==> config.mk <==
export PLATFORM = sky130hd
export DESIGN_NAME = lfsr_bank
export DESIGN_NICKNAME = d
export VERILOG_FILES = /design/src/rtl/lfsr_bank.sv
export SDC_FILE = /design/constraint.sdc
export NUM_CORES = 1
export LEC_CHECK = 0
export BUFFER_PORTS_ARGS = -buffer_cell sky130_fd_sc_hd__buf_2
export CAP_MARGIN = 10
export CORE_AREA = 5 5 178 180
export DETAILED_ROUTE_END_ITERATION = 8
export DIE_AREA = 0 0 183 185
export PLACE_DENSITY_LB_ADDON = 0.1
export SLEW_MARGIN = 20
export SYNTH_ARGS = -nofsm -noshare
export SYNTH_HDL_FRONTEND = slang
export SYNTH_SLANG_ARGS = --single-unit
==> constraint.sdc <==
create_clock -name clk -period 5.9 [get_ports clk]
set_input_delay 0.885 -clock clk [delete_from_list [all_inputs] [get_ports clk]]
set_output_delay 0.885 -clock clk [all_outputs]
set_load 0.005 [all_outputs]
==> src/rtl/lfsr_bank.sv <==
// Multi-channel Galois LFSR uniform source with seed load, zero guard, valid/ready output and sample counter.
// Optional build macro LFSR_LEAP_EN: each advance applies LEAP steps instead of one.
module lfsr_bank #(
  parameter int                 WIDTH     = 32,
  parameter int                 CHANNELS  = 4,
  parameter logic [WIDTH-1:0]   TAPS      = WIDTH'(32'h80200003),
  parameter logic [31:0]        SEED_SALT = 32'h9E3779B9,
  parameter int                 CNT_W     = 16,
  parameter int                 LEAP      = 4
) (
  input  logic                      clk,
  input  logic                      rst,
  input  logic [WIDTH-1:0]          seed,
  input  logic                      write,
  input  logic                      out_ready,
  output logic [CHANNELS*WIDTH-1:0] numout,
  output logic                      out_valid,
  output logic [CNT_W-1:0]          sample_cnt
);

`ifdef LFSR_LEAP_EN
  localparam int ADV_STEPS = LEAP;
`else
  // LEAP has no effect in the single-step build.
  localparam int ADV_STEPS = (LEAP > 0) ? 1 : 1;
`endif

  typedef enum logic [1:0] {IDLE, LOAD, PRIME, RUN} fsm_e;

  function automatic logic [WIDTH-1:0] lfsr_step(input logic [WIDTH-1:0] s);
    return s[0] ? ((s >> 1) ^ TAPS) : (s >> 1);
  endfunction

  function automatic logic [WIDTH-1:0] lfsr_advance(input logic [WIDTH-1:0] s);
    logic [WIDTH-1:0] r;
    r = s;
    for (int k = 0; k < ADV_STEPS; k++) begin
      r = lfsr_step(r);
    end
    return r;
  endfunction

  // An all-zero register would lock up, so that seed is replaced by all-ones.
  function automatic logic [WIDTH-1:0] chan_seed(input logic [WIDTH-1:0] sd, input int idx);
    logic [WIDTH-1:0] salt;
    logic [WIDTH-1:0] c;
    salt = WIDTH'(SEED_SALT);
    c    = sd ^ (salt * WIDTH'(idx));
    return (c == '0) ? '1 : c;
  endfunction

  fsm_e                      fsm_q, fsm_d;
  logic [WIDTH-1:0]          state_q [CHANNELS];
  logic [WIDTH-1:0]          state_d [CHANNELS];
  logic [WIDTH-1:0]          seed_c  [CHANNELS];
  logic [WIDTH-1:0]          adv_c   [CHANNELS];
  logic [CHANNELS*WIDTH-1:0] numout_q, numout_d;
  logic [CHANNELS*WIDTH-1:0] adv_packed;
  logic                      out_valid_q, out_valid_d;
  logic [CNT_W-1:0]          sample_cnt_q, sample_cnt_d;

  always_comb begin
    adv_packed = '0;
    for (int ch = 0; ch < CHANNELS; ch++) begin
      seed_c[ch] = chan_seed(seed, ch);
      adv_c[ch]  = lfsr_advance(state_q[ch]);
      adv_packed[ch*WIDTH +: WIDTH] = adv_c[ch];
    end
  end

  // A write in any state reloads every channel; it overrides a handshake in RUN.
  always_comb begin
    fsm_d        = fsm_q;
    state_d      = state_q;
    numout_d     = numout_q;
    out_valid_d  = out_valid_q;
    sample_cnt_d = sample_cnt_q;
    case (fsm_q)
      IDLE: begin
        out_valid_d = 1'b0;
        if (write) begin
          state_d = seed_c;
          fsm_d   = LOAD;
        end
      end
      LOAD: begin
        out_valid_d = 1'b0;
        if (write) begin
          state_d = seed_c;
        end else begin
          fsm_d = PRIME;
        end
      end
      PRIME: begin
        if (write) begin
          state_d     = seed_c;
          out_valid_d = 1'b0;
          fsm_d       = LOAD;
        end else begin
          state_d      = adv_c;
          numout_d     = adv_packed;
          out_valid_d  = 1'b1;
          sample_cnt_d = '0;
          fsm_d        = RUN;
        end
      end
      RUN: begin
        if (write) begin
          state_d     = seed_c;
          out_valid_d = 1'b0;
          fsm_d       = LOAD;
        end else if (out_valid_q && out_ready) begin
          state_d      = adv_c;
          numout_d     = adv_packed;
          sample_cnt_d = sample_cnt_q + CNT_W'(1);
        end
      end
      default: begin
        out_valid_d = 1'b0;
        fsm_d       = IDLE;
      end
    endcase
  end

  always_ff @(posedge clk) begin
    if (rst) begin
      fsm_q        <= IDLE;
      numout_q     <= '0;
      out_valid_q  <= 1'b0;
      sample_cnt_q <= '0;
      for (int ch = 0; ch < CHANNELS; ch++) begin
        state_q[ch] <= '1;
      end
    end else begin
      fsm_q        <= fsm_d;
      numout_q     <= numout_d;
      out_valid_q  <= out_valid_d;
      sample_cnt_q <= sample_cnt_d;
      for (int ch = 0; ch < CHANNELS; ch++) begin
        state_q[ch] <= state_d[ch];
      end
    end
  end

  assign numout     = numout_q;
  assign out_valid  = out_valid_q;
  assign sample_cnt = sample_cnt_q;

endmodule

==> run_results.csv <==
group,metric,value,unit
outcome,status,"finished, final reports clean",
cells_and_area,layout_commonest_cell,"nand2_1",
placement,placed_cells,1963,
sta,slew_headroom,0.338,
floorplan,io_pins,181,
critical_path,slowest_delay,760,ps
floorplan,start_util,0.390,
clock_network,cts_hold_buf,0,
yosys,async_flop_share,0,
global_route,antenna_found_initial,1,
critical_path,path_cells,"inv_1 > ha_1 > o21bai_4 > buf_4 > nand2_1 > a21boi_0 > o221ai_1",
route,wl_met1,19200,um
floorplan,core,30000,sq um
placement,gp_congestion,0.908,
floorplan,die_x,183,um
sta,setup_viol,0,
yosys,yosysTopAreaCellShare,0.470,
yosys,yosysWarningCount,0,
route,via_per_inst,5.53,
critical_path,cp-start-kind,"register",
power_and_ir_drop,seq_power_share,0.443,
yosys,syn_avg_cell_area,7.82,sq um
yosys,ys_ff_latch,275,
sta,finalCriticalPeriod,3290,ps
global_route,grt_pass1_vias,10300,
power_and_ir_drop,intPower,3.68,mW
power_and_ir_drop,sw_frac_of_total,0.323,
floorplan,die_h,185,um
power_and_ir_drop,pwr-share-clk,0.347,
yosys,synthTopCellsByArea,"dfxtp_1 (47%), nand2_1 (9.0%), a21oi_1 (8.9%), nor2_1 (4.8%), a211oi_1 (4.8%)",
sta,post-route-period-util,0.557,
sta,finalHoldViolCount,0,
power_and_ir_drop,switchingPower,1.76,mW
clock_network,clk_path_buf_depth,3,
route,drt-wirelength-per-cell,20.1,um
placement,place_area,12800,sq um
sta,fin_tns_setup,0,ps
yosys,synth_edf_count,0,
cells_and_area,areaGrowthSynthToFinish,17.5,%
sta,slew_violations,0,
global_route,grt_pass1_wl,61500,um
critical_path,crit_buf_inv,2,
global_route,grt_use_total,0.228,
route,routed_wl,40600,um
cells_and_area,final_layout_size_suffix_gt1_frac,0.156,
sta,fin_hold_ws,450,ps
placement,dp_hpwl,27600,um
clock_network,clk_pin_slew,60,ps
power_and_ir_drop,leakagePower,5.24,nW
cells_and_area,final_cells,2015,
critical_path,critPathKind,"reg2reg",
route,drtIter0Drc,1044,
floorplan,rows,64,
cells_and_area,final_util,0.459,
yosys,netlist_area,11700,sq um
route,dr.pass1.iters,5,
yosys,ys_dominant_reg_cell,"dfxtp_1",
clock_network,cts.sinks,275,
critical_path,path_max_fanout,66,
yosys,syn_nets,1541,
yosys,yosys.area.top_type,"dfxtp_1",
yosys,seq_area_frac_synth,0.470,
route,top_layer_used,"met5",
route,routed-wl-met3,2840,um
placement,pre_cts_ws,2570,ps
clock_network,cts_resized,0,
critical_path,cpLargestDelayFamily,"compound AO/OA/AOI/OAI gates",
global_route,grt-ovfl-total,0,
hold_path,hold_path.class,"reg2reg",
critical_path,cp.arrival,3740,ps
clock_network,cts_buffers,30,
cells_and_area,final_cell_area,13800,sq um
cells_and_area,nets,1641,
critical_path,end_kind,"register",
cells_and_area,layout_common_cells,"nand2_1 (281), dfxtp_1 (275), a21oi_1 (208)",
job,max-cap-violations,0,
cells_and_area,multi_input_area,5740,sq um
route,drc,0,
clock_network,cts_tree,"done",
critical_path,slowest_stage,"o21bai_4",
floorplan,dieArea,33900,sq um
clock_network,post-cts-setup-buffer-count,0,
clock_network,cts_root_buffer,"clkbuf_16",
power_and_ir_drop,ir_worst_vdd,0.000204,V
clock_network,insertion_delay,550,ps
sta,skew,7.63,ps
critical_path,cp.required,6360,ps
yosys,syn_inst,1499,
sta,fin_ws,2610,ps
sta,rsz0062_at_grt,"no",
placement,port_buffers,180,
power_and_ir_drop,p_comb_frac,0.210,
global_route,grt_max_degree,211,
sta,worst_slew_pin_slew,993,ps
route,met2_length,17500,um
clock_network,htree_levels,1,
power_and_ir_drop,power_density,395,nW/um^2
yosys,synth_cell_type_count,54,
power_and_ir_drop,power,5.44,mW
sta,max_freq,304,MHz
cells_and_area,nFillCells,3125,
route,ant_nets,0,
route,vias,11100,
cells_and_area,register_area,5510,sq um
power groups by stage:
stage / Clock (mW) / Sequential, mW / Combinational, mW
6_report: 1.89 / 2.41 / 1.14
5_1_grt: 2.00 / 2.44 / 1.26
4_1_cts: 1.92 / 2.41 / 1.14
3_5_place_dp: 0 / 2.45 / 1.13
3_3_place_gp: 0 / 2.45 / 1.12
2_1_floorplan: 0 / 2.33 / 0.790
final cells by class:
type | instances | area share
inverters | 6 | 0.00164
diodes | 1 | 0.000182
flip-flops and latches | 275 | 0.400
clock buffers | 42 | 0.0622
multi-input cells | 1093 | 0.416
repair buffers | 193 | 0.0748
clock inverters | 9 | 0.00908
well taps | 396 | 0.0360
Yosys cell counts, drive strengths merged, types with 2 or more instances:
cell,n
o221ai,22
o21a,2
xnor2,16
o21bai,6
and3,4
dfxtp,275
nand2,281
and4,4
xor2,7
nor3,59
nand3b,2
o21ai,99
a2111oi,3
a21boi,6
nand3,30
a211oi,75
nand4,13
and2,27
o21ba,2
a211o,13
inv,6
nand2b,25
clkbuf,83
a21oi,209
a221oi,2
o2bb2ai,6
nor2,151
nor4,4
or3,5
ha,6
nor2b,2
buf,42
per-layer routing:
| metal | up-vias | track usage |
|---|---|---|
| met2 | 393 | 0.346 |
| met3 | 69 | 0.0405 |
| li1 | 5416 | - |
| met4 | 2 | 0.0575 |
| met1 | 5266 | 0.336 |
| met5 | - | 0 |
tightest hold or removal path: cells and delay by family, from the launching register on:
kind,cells,cell delay (ps)
AO/OA/AOI/OAI,1,50
AND/OR/NAND/NOR,1,50
flip-flops,1,300
registers in the layout, indices dropped and copies added, names as in the netlist:
| signal | cells |
|---|---|
| fsm_q | 2 |
| numout | 128 |
| out_valid | 1 |
| sample_cnt | 16 |
| state_q | 128 |
path summary, 6_finish.rpt:
| check | slack (ps) | from | to | cells past startpoint |
|---|---|---|---|---|
| setup / recovery | 2610 | fsm_q[0] | state_q[105] | 7 |
| hold / removal | 450 | numout[20] | numout[20] | 2 |
| setup reg to reg | 2610 | fsm_q[0] | state_q[105] | 7 |
| hold reg to reg | 450 | numout[20] | numout[20] | 2 |
cells by family after synthesis:
| logic type | Yosys count | share of synthesized area |
|---|---|---|
| AND/OR/NAND/NOR | 612 | 0.231 |
| AO/OA/AOI/OAI | 452 | 0.230 |
| flip-flops | 275 | 0.470 |
| buffers and inverters | 131 | 0.0454 |
| XOR/XNOR | 23 | 0.0172 |
| adder cells (fa/ha/maj) | 6 | 0.00640 |
Note: power is estimated with default switching activity, not from simulation.
